### config.mk
export PLATFORM = sky130hd
export DESIGN_NAME = matrix_arbiter_n_flat
export DESIGN_NICKNAME = d
export VERILOG_FILES = /design/src/rtl/matrix_arbiter_n_pkg.sv /design/src/rtl/matrix_arbiter_n_if.sv /design/src/rtl/matrix_arbiter_n_prio_matrix.sv /design/src/rtl/matrix_arbiter_n.sv /design/src/flat_wrapper.sv
export SDC_FILE = /design/constraint.sdc
export NUM_CORES = 1
export LEC_CHECK = 0
export ABC_AREA = 1
export CAP_MARGIN = 20
export CORE_MARGIN = 5
export CORE_UTILIZATION = 35
export DETAILED_ROUTE_END_ITERATION = 7
export PLACE_DENSITY = 0.61
export SLEW_MARGIN = 20
export SYNTH_ARGS = -nofsm -noshare
export SYNTH_HDL_FRONTEND = slang
export SYNTH_HIERARCHICAL = 1
export SYNTH_SLANG_ARGS = --single-unit
### constraint.sdc
create_clock -name clk -period 2.45 [get_ports clk]
set_clock_uncertainty 0.1 [all_clocks]
set_input_delay 0.49 -clock clk [delete_from_list [all_inputs] [get_ports clk]]
set_output_delay 0.49 -clock clk [all_outputs]
set_load 0.01 [all_outputs]
### src/rtl/matrix_arbiter_n_pkg.sv
// Shared helpers for the N-way least-recently-granted matrix arbiter.
// Holds the triangle index mapping and the one-hot to binary encoder.
package matrix_arbiter_n_pkg;

  localparam int MAX_N = 64;

  // Pair (i, j) with i > j maps onto a packed lower-triangle bit.
  function automatic int tri_idx(input int i, input int j);
    return (i * (i - 1)) / 2 + j;
  endfunction

  // OR of set-bit indices; exact for one-hot or all-zero input.
  function automatic int onehot2idx(input logic [MAX_N-1:0] v);
    int r;
    r = 0;
    for (int i = 0; i < MAX_N; i++) begin
      if (v[i]) r = r | i;
    end
    return r;
  endfunction

endpackage

### src/rtl/matrix_arbiter_n_if.sv
// Request/grant bundle between N requesters and the arbiter.
// The master side drives requests and downstream ready; the slave side is the arbiter.
interface matrix_arbiter_n_if #(
  parameter int N = 5
);
  localparam int IDX_W = $clog2(N);

  logic [N-1:0]     req;
  logic [N-1:0]     req_last;
  logic             out_ready;
  logic [N-1:0]     gnt;
  logic [IDX_W-1:0] gnt_idx;
  logic             gnt_valid;

  modport master (
    output req, req_last, out_ready,
    input  gnt, gnt_idx, gnt_valid
  );

  modport slave (
    input  req, req_last, out_ready,
    output gnt, gnt_idx, gnt_valid
  );
endinterface

### src/rtl/matrix_arbiter_n_prio_matrix.sv
// Triangle-stored priority matrix: bit p[i][j] (i > j) set means i beats j.
// Produces the combinational winner among eligible requesters and ages the winner on update.
module matrix_arbiter_n_prio_matrix
  import matrix_arbiter_n_pkg::*;
#(
  parameter int N = 5
) (
  input  logic         clk,
  input  logic         rst_n,
  input  logic         upd_en,
  input  logic [N-1:0] upd_onehot,
  input  logic [N-1:0] elig,
  output logic [N-1:0] win
);

  localparam int NP = (N * (N - 1)) / 2;

  logic [NP-1:0] tri_q;

  always_comb begin
    logic ok;
    win = '0;
    for (int k = 0; k < N; k++) begin
      ok = elig[k];
      for (int j = 0; j < N; j++) begin
        if (j != k && elig[j]) begin
          if (k > j) ok = ok & tri_q[tri_idx(k, j)];
          else       ok = ok & ~tri_q[tri_idx(j, k)];
        end
      end
      win[k] = ok;
    end
  end

  // The just-granted requester drops below every other requester.
  always_ff @(posedge clk) begin
    if (!rst_n) begin
      tri_q <= '1;
    end else if (upd_en) begin
      for (int i = 1; i < N; i++) begin
        for (int j = 0; j < i; j++) begin
          if (upd_onehot[i])      tri_q[tri_idx(i, j)] <= 1'b0;
          else if (upd_onehot[j]) tri_q[tri_idx(i, j)] <= 1'b1;
        end
      end
    end
  end

endmodule

### src/rtl/matrix_arbiter_n.sv
// N-way least-recently-granted arbiter with registered one-hot grant held across stalls.
// Define ARB_PKT_LOCK_EN to keep a grant on its requester until the final beat of a packet.
module matrix_arbiter_n
  import matrix_arbiter_n_pkg::*;
#(
  parameter int N = 5
) (
  input  logic                clk,
  input  logic                rst_n,
  matrix_arbiter_n_if.slave   bus
);

  localparam int IDX_W = $clog2(N);

  logic         xfer;
  logic         load;
  logic         cont;
  logic [N-1:0] mask;
  logic [N-1:0] elig;
  logic [N-1:0] win;
  logic [N-1:0] win_sel;
  logic         upd_en;

  assign xfer = bus.gnt_valid & bus.out_ready;
  assign load = ~bus.gnt_valid | xfer;

`ifdef ARB_PKT_LOCK_EN
  logic nonfinal;

  // A non-final beat keeps its owner eligible and, if still requesting, re-granted without aging.
  always_comb begin
    nonfinal = xfer & (|(bus.gnt & ~bus.req_last));
    cont     = nonfinal & (|(bus.gnt & bus.req));
    mask     = (xfer & ~nonfinal) ? bus.gnt : '0;
  end
`else
  logic unused_req_last;

  assign unused_req_last = ^bus.req_last;

  always_comb begin
    cont = 1'b0;
    mask = xfer ? bus.gnt : '0;
  end
`endif

  always_comb begin
    elig    = bus.req & ~mask;
    win_sel = cont ? bus.gnt : win;
    upd_en  = load & ~cont & (|win);
  end

  matrix_arbiter_n_prio_matrix #(
    .N (N)
  ) u_prio (
    .clk        (clk),
    .rst_n      (rst_n),
    .upd_en     (upd_en),
    .upd_onehot (win),
    .elig       (elig),
    .win        (win)
  );

  always_ff @(posedge clk) begin
    if (!rst_n) begin
      bus.gnt       <= '0;
      bus.gnt_idx   <= '0;
      bus.gnt_valid <= 1'b0;
    end else if (load) begin
      bus.gnt       <= win_sel;
      bus.gnt_idx   <= IDX_W'(onehot2idx(MAX_N'(win_sel)));
      bus.gnt_valid <= |elig;
    end
  end

endmodule

### src/flat_wrapper.sv
// flat-port wrapper written by rule: the top's interface ports become plain ports
module matrix_arbiter_n_flat import matrix_arbiter_n_pkg::*;
#(
  parameter int N = 5
)
  (clk, rst_n, bus_req, bus_req_last, bus_out_ready, bus_gnt, bus_gnt_idx, bus_gnt_valid);
  matrix_arbiter_n_if #(.N(N)) bus_i ();
  input  logic clk;
  input  logic rst_n;
  input wire logic [$bits(bus_i.req)-1:0] bus_req;
  input wire logic [$bits(bus_i.req_last)-1:0] bus_req_last;
  input wire logic [$bits(bus_i.out_ready)-1:0] bus_out_ready;
  output wire logic [$bits(bus_i.gnt)-1:0] bus_gnt;
  output wire logic [$bits(bus_i.gnt_idx)-1:0] bus_gnt_idx;
  output wire logic [$bits(bus_i.gnt_valid)-1:0] bus_gnt_valid;
  assign bus_i.req = bus_req;
  assign bus_i.req_last = bus_req_last;
  assign bus_i.out_ready = bus_out_ready;
  assign bus_gnt = bus_i.gnt;
  assign bus_gnt_idx = bus_i.gnt_idx;
  assign bus_gnt_valid = bus_i.gnt_valid;
  matrix_arbiter_n #(.N(N)) u_core (.clk(clk), .rst_n(rst_n), .bus(bus_i));
endmodule
======== Yosys cells after proc, flatten, opt, wreduce, memory -nomap -nowiden ========
Cells that the tools add are included.
word-level totals
  logic and storage cells ................. 110
  output and inout bits ................... 9
  bits in registers ....................... 19
cells by class
  bitwise gates (word level) .............. 36
  multiplexer cells ....................... 39
  reductions and logical operators ........ 22
operator list
  cell               number
  $mux 1             35
  $and 1x1->1        22
  $reduce_and 2->1   10
  $reduce_bool 2->1  10
  $not 1->1          11
  $reduce_or 5->1    2
  $and 5x5->5        1
  $mux 5             1
  $not 5->5          1
  $mux 2             2
  $mux 3             1
  $or 1x1->1         1

======== Logic depth before layout (Yosys ltp) ========
  depth in word-level cells ............... 16
  depth in mapped cells ................... 14

======== Modules after synthesis ========
The synthesis kept the hierarchy.
modules (own cells, without submodules)
  module                        cells each  sequential area each (sq um)  area an instance (sq um)  times used
  matrix_arbiter_n_prio_matrix  82          200.2                         494.2                     1
  matrix_arbiter_n              58          160.2                         396.6                     1

======== Worst setup path after synthesis ========
OpenSTA, ideal clock, no wires.
  path type ............................... in2reg
  start ................................... input port bus_out_ready
  end ..................................... register u_core.u_prio.tri_q[5]
  path buffers ............................ 0
  cell stages on the path ................. 13
  setup slack ............................. 485 ps
  data required time ...................... 2231 ps
  arrival ................................. 1746 ps
  path through ............................ nand3_1 -> nand2_1 -> inv_1 -> inv_1 -> o21ai_0 -> nor2_1 -> or2_2 -> nand2_1 -> o21ai_1 -> nand2_1 -> inv_1 -> o21ai_0 -> nand2_1
RTL lines
  what                                 line                                source
  start, declared                      flat_wrapper.sv:12                  input wire logic [$bits(bus_i.out_ready)-1:0] bus_out_ready;
  $and 1x1->1 *                        matrix_arbiter_n.sv:24              assign xfer = bus.gnt_valid & bus.out_ready;
  $mux 5 *                             matrix_arbiter_n.sv:43              mask = xfer ? bus.gnt : '0;
  $not 5->5 *                          matrix_arbiter_n.sv:48              elig = bus.req & ~mask;
  $and 5x5->5 *                        matrix_arbiter_n.sv:48
  named net u_core.elig[0]             matrix_arbiter_n.sv:19              logic [N-1:0] elig;
  $mux 1 *                             matrix_arbiter_n_prio_matrix.sv:26  if (j != k && elig[j]) begin
  $and 1x1->1                          matrix_arbiter_n_prio_matrix.sv:27  if (k > j) ok = ok & tri_q[tri_idx(k, j)];
  $mux 1 *                             matrix_arbiter_n_prio_matrix.sv:26
  $and 1x1->1                          matrix_arbiter_n_prio_matrix.sv:28  else ok = ok & ~tri_q[tri_idx(j, k)];
  $mux 1 *                             matrix_arbiter_n_prio_matrix.sv:26
  $and 1x1->1                          matrix_arbiter_n_prio_matrix.sv:28
  $mux 1 *                             matrix_arbiter_n_prio_matrix.sv:26
  named net u_core.win[2]              matrix_arbiter_n.sv:20              logic [N-1:0] win;
  $reduce_or 5->1 *                    matrix_arbiter_n.sv:50              upd_en = load & ~cont & (|win);
  $and 1x1->1 *                        matrix_arbiter_n.sv:50
  named net u_core.upd_en              matrix_arbiter_n.sv:22              logic upd_en;
  $reduce_and 2->1 (no source line) *  n/a
  end signal, assigned                 matrix_arbiter_n_prio_matrix.sv:38  tri_q <= '1;
  end signal, assigned by index        matrix_arbiter_n_prio_matrix.sv:42  if (upd_onehot[i]) tri_q[tri_idx(i, j)] <= 1'b0;
  end signal, assigned by index        matrix_arbiter_n_prio_matrix.sv:43  else if (upd_onehot[j]) tri_q[tri_idx(i, j)] <= 1'b1;
  end, declared                        matrix_arbiter_n_prio_matrix.sv:18  logic [NP-1:0] tri_q;
Mark *: on every way through the listed nets, which the timed path passes. The rest lies on a longest branch.
A chain may end at the register's enable or synchronous reset.

======== Worst setup path after layout ========
  start ................................... input port bus_req[4]
  end ..................................... register u_core.u_prio.tri_q[8]
RTL lines
  what                               line                                source
  start, declared                    flat_wrapper.sv:10                  input wire logic [$bits(bus_i.req)-1:0] bus_req;
  $and 5x5->5                        matrix_arbiter_n.sv:48
  named net u_core.elig[4]           matrix_arbiter_n.sv:19
  $mux 1                             matrix_arbiter_n_prio_matrix.sv:26
  named net u_core.win[2]            matrix_arbiter_n.sv:20
  $reduce_or 5->1                    matrix_arbiter_n.sv:50
  $and 1x1->1                        matrix_arbiter_n.sv:50
  named net u_core.upd_en            matrix_arbiter_n.sv:22
  $reduce_and 2->1 (no source line)  n/a
The timed path passes the listed nets, and every way through them passes these cells.

==> metrics.md <==
| Metric | Value |
|---|---|
| Top-count cell post-synth | nand2_1 |
| PwrDens | about 600 nW/um2 |
| Hold WC Path Type | register to register |
| Die width | between 60 and 70 um |
| Hold-fix buffers, CTS | 0 |
| Crit path to | u_core/u_prio/tri_q[8]$_SDFFE_PN1P_ |
| Min Tclk post-route | between 2 and 2.5 ns |
| Worst path max stage delay | 0.45 ns |
| Simple-gate share of the synthesized area | a little over a third |
| Hold Slack | ~0.38 ns |
| Pin count of the biggest net entering global routing | 15 |
| Slowest-stage cell, CP | clkdlybuf4s50_1 |
| Top-area cell type share of the netlist area | 40.4% |
| Core ar. | roughly 2500 um2 |
| Metal2 WL | 1090 um |
| Post-Synthesis Cells | 140 |
| Sequential Area | 360 um2 |
| Worst Setup Start Kind | input pin |
| ANT cells | 0 |
| Library cells used by synthesis | 20 |
| Metal3 WL | roughly 120 um |
| GRT Util Overall | between 10% and 20% |
| Initial Util | a little over a third |
| RSZ-0062 raised after global routing | false |
| Worst-path clk slew | 0.10 ns |
| CP arrival | 2.30 ns |
| Top_reg_cell synth | dfxtp_1 |
| Placer Congestion | between 0.8 and 0.9 |
| Maximum clock rate | between 0.4 and 0.5 GHz |
| Post-placement cell count | 193 |
| Largest family of logic cells by synthesized area | simple AND/OR/NAND/NOR gates |
| First-pass GRT wire length | around 3800 um |
| Multi-input gate area | 437 um2 |
| Root Driver | clkbuf_4 |
| Final Cell Area | roughly 1200 um2 |
| PortBufs | 16 |
| Max-cap viol count | 0 |
| Post-route setup TNS | 0 ns |
| Setup-failing EPs final | 0 |
| Warnings, synthesis | 6 |
| CP Capture Type | register |
| Grt ovf | 0 |
| Clk Latency, worst-skew pair | ~0.29 ns |
| Clk sinks | 18 |
| Antenna viol nets, final | 0 |
| Initial antenna violation count | 0 |
| CP cell instances | clkdlybuf4s50_1, nand2_1, inv_1, nand2_1, nand3_1, nor2_1, or2_2, nand2_1, o21ai_2, nand2_1, inv_1, o21ai_0, nand2_1 |
| R2R Path Start | u_core/bus.gnt_valid$_SDFFE_PN0P_ |
| Post-synthesis mux area share | 0% |
| Fin nets | about 180 |
| Critical path's most frequent cell | nand2_1 |
| Highest metal used | met4 |
| Synth Cell Area | between 800 and 900 um2 |
| Drt wl/cell | between 10 and 15 um |
| Post-place setup slack | -0.286 ns |
| LEAKAGE | approximately 0.63 nW |
| Pwr Total | about 0.72 mW |
| Syn_nets | between 150 and 200 |
| Io pins | 22 |
| CTS Buf Count | 3 |
| Layout Cells excl Fill | 197 |
| Relative slew slack | just under 70% |
| R2R cell count | 13 |
| Vias in the first global route | around 870 |
| Via count | 930 |
| CTS H-tree lvls | 1 |
| Die H | about 60 um |
| Vias per std cell | 4.72 |
| DIE AREA | approximately 3700 um2 |
| Async S/R FF share, synth | 0% |
| Final Hold Viols | 0 |
| Post-synthesis register bit count | 18 |
| Share of post-route cells with drive strength above 1 | between 10 and 15% |
| Status | finished, final reports clean |
| Tcrit/Tclk final | between 90% and 100% |
| Syn Area/Cell | between 6 and 7 um2 |
| Top cells by area, synth | dfxtp_1 (40%), nand2_1 (21%), inv_1 (8.4%) |
| Number of enable flip-flop cells after synthesis | 0 |
| Post-Synth XOR/XNOR Area | 0% |
| FP Rows | 18 |
| Seq/Total Area, Yosys | between 40% and 50% |
| Layout area overhead | 33.4% |
| 1st-iter DRT viols | 16 |
| DRC Markers | 0 |
| Dominant cell type by area after synthesis | dfxtp_1 |
| TritonCTS clock tree | yes |
| DPL Wire Length | approximately 1700 um |
| Worst-path fanout max | 5 |
| Top Family by Delay on Critical Path | simple AND/OR/NAND/NOR gates |
| Finished Core Util | approximately 48% |
| Number of fill cells | around 250 |
| Worst reg2reg setup slack | roughly 0.28 ns |
| Reg-to-Reg End | u_core/u_prio/tri_q[8]$_SDFFE_PN1P_ |
| Setup Buffers After CTS | 0 |
| Synth Area in Compound Gates | between 10% and 20% |
| Worst path bufs/invs | 3 |
| Worst vdd ir | a little over 0.0004 V |
| WP data required | between 2 and 3 ns |
| CTS max path bufs | 2 |
| Final Max Slew Viols | 0 |
| Placement Cell Area | roughly 1100 um2 |
| Worst setup margin | between 0.2 and 0.25 ns |
| Worst-Margin Slew | about 0.48 ns |
| Crit path depth | 13 |
| Post-synth top cells | nand2_1 (50), inv_1 (20), dfxtp_1 (18) |
| Post-synthesis adder-cell area fraction | 0% |
| DR pass1 iterations | 4 |
| Met1 wire length | between 1000 and 1500 um |
| Worst setup startpoint | bus_req[4] |
| Drt total wl | around 2300 um |
| WS Path Type | input pin to register |
flip-flops by register name, indices dropped and copies added (netlist names):
register	flops
u_core/u_prio/tri_q	10
u_core/bus.gnt	5
u_core/bus.gnt_idx	2
u_core/bus.gnt_valid	1
cells by family after synthesis:
group,count (synthesis)
flops,18
simple gates,76
buf+inv,24
compound gates,22
worst min path at each step:
stage | from | endpoint | slack (ns) | depth (start not counted)
6_report | u_core/bus.gnt_idx[1]$_SDFFE_PN0P_ | u_core/bus.gnt_idx[1]$_SDFFE_PN0P_ | 0.38 | 2
3_5_place_dp | u_core/bus.gnt_idx[1]$_SDFFE_PN0P_ | u_core/bus.gnt_idx[1]$_SDFFE_PN0P_ | 0.36 | 2
4_1_cts | u_core/bus.gnt_idx[1]$_SDFFE_PN0P_ | u_core/bus.gnt_idx[1]$_SDFFE_PN0P_ | 0.38 | 2
2_1_floorplan | u_core/u_prio/tri_q[0]$_SDFFE_PN1P_ | u_core/u_prio/tri_q[0]$_SDFFE_PN1P_ | 0.35 | 2
5_1_grt | u_core/bus.gnt[1]$_SDFFE_PN0P_ | u_core/bus.gnt[1]$_SDFFE_PN0P_ | 0.41 | 2
3_3_place_gp | u_core/bus.gnt_idx[1]$_SDFFE_PN0P_ | u_core/bus.gnt_idx[1]$_SDFFE_PN0P_ | 0.36 | 2
placed cells by master, fill, tap and decap left out:
cell	instances
a21oi_1	3
or2_2	1
dfxtp_1	18
dlymetal6s2s_1	1
a21oi_2	1
nand3_1	8
buf_4	9
a31oi_1	1
nor3_1	1
o21ai_0	15
nor2_2	1
nand2_2	2
clkbuf_4	3
nor2_1	13
o21ai_2	2
clkdlybuf4s50_1	15
clkbuf_8	1
inv_6	1
inv_2	2
inv_1	19
nand2_4	1
nand2_1	49
worst min-delay path, delay by kind of cell, from the launching register on:
family,cells,cell delay [ns]
flip-flops,1,0.33
AND/OR/NAND/NOR,1,0.07
AO/OA/AOI/OAI,1,0.04
power by group:
group	internal [mW]	switching (mW)
Clock	0.0905	0.0867
Combinational	0.0915	0.108
Sequential	0.324	0.0242
Total	0.506	0.219
final cells by class:
class                           count  area share [%]
Multi-Input combinational cell     98            36.7
Tap cell                           30            3.16
Sequential cell                    18            30.3
Clock buffer                        4            3.05
Timing Repair Buffer               25            19.4
Inverter                           22            7.37
routing by layer:
metal | vias up | global-route usage [%]
li1 | 486 | -
met1 | 426 | 16.2
met3 | 2 | 4.89
met2 | 16 | 23.6
met4 | 0 | 3.41
met5 | - | 0
what timing repair did:
action	4_1_cts	5_1_grt
gates resized for setup	1	3
cloned	0	0
setup endpoints to repair	1	10
pin swaps	0	0
Note: power is estimated with default switching activity, not from simulation.
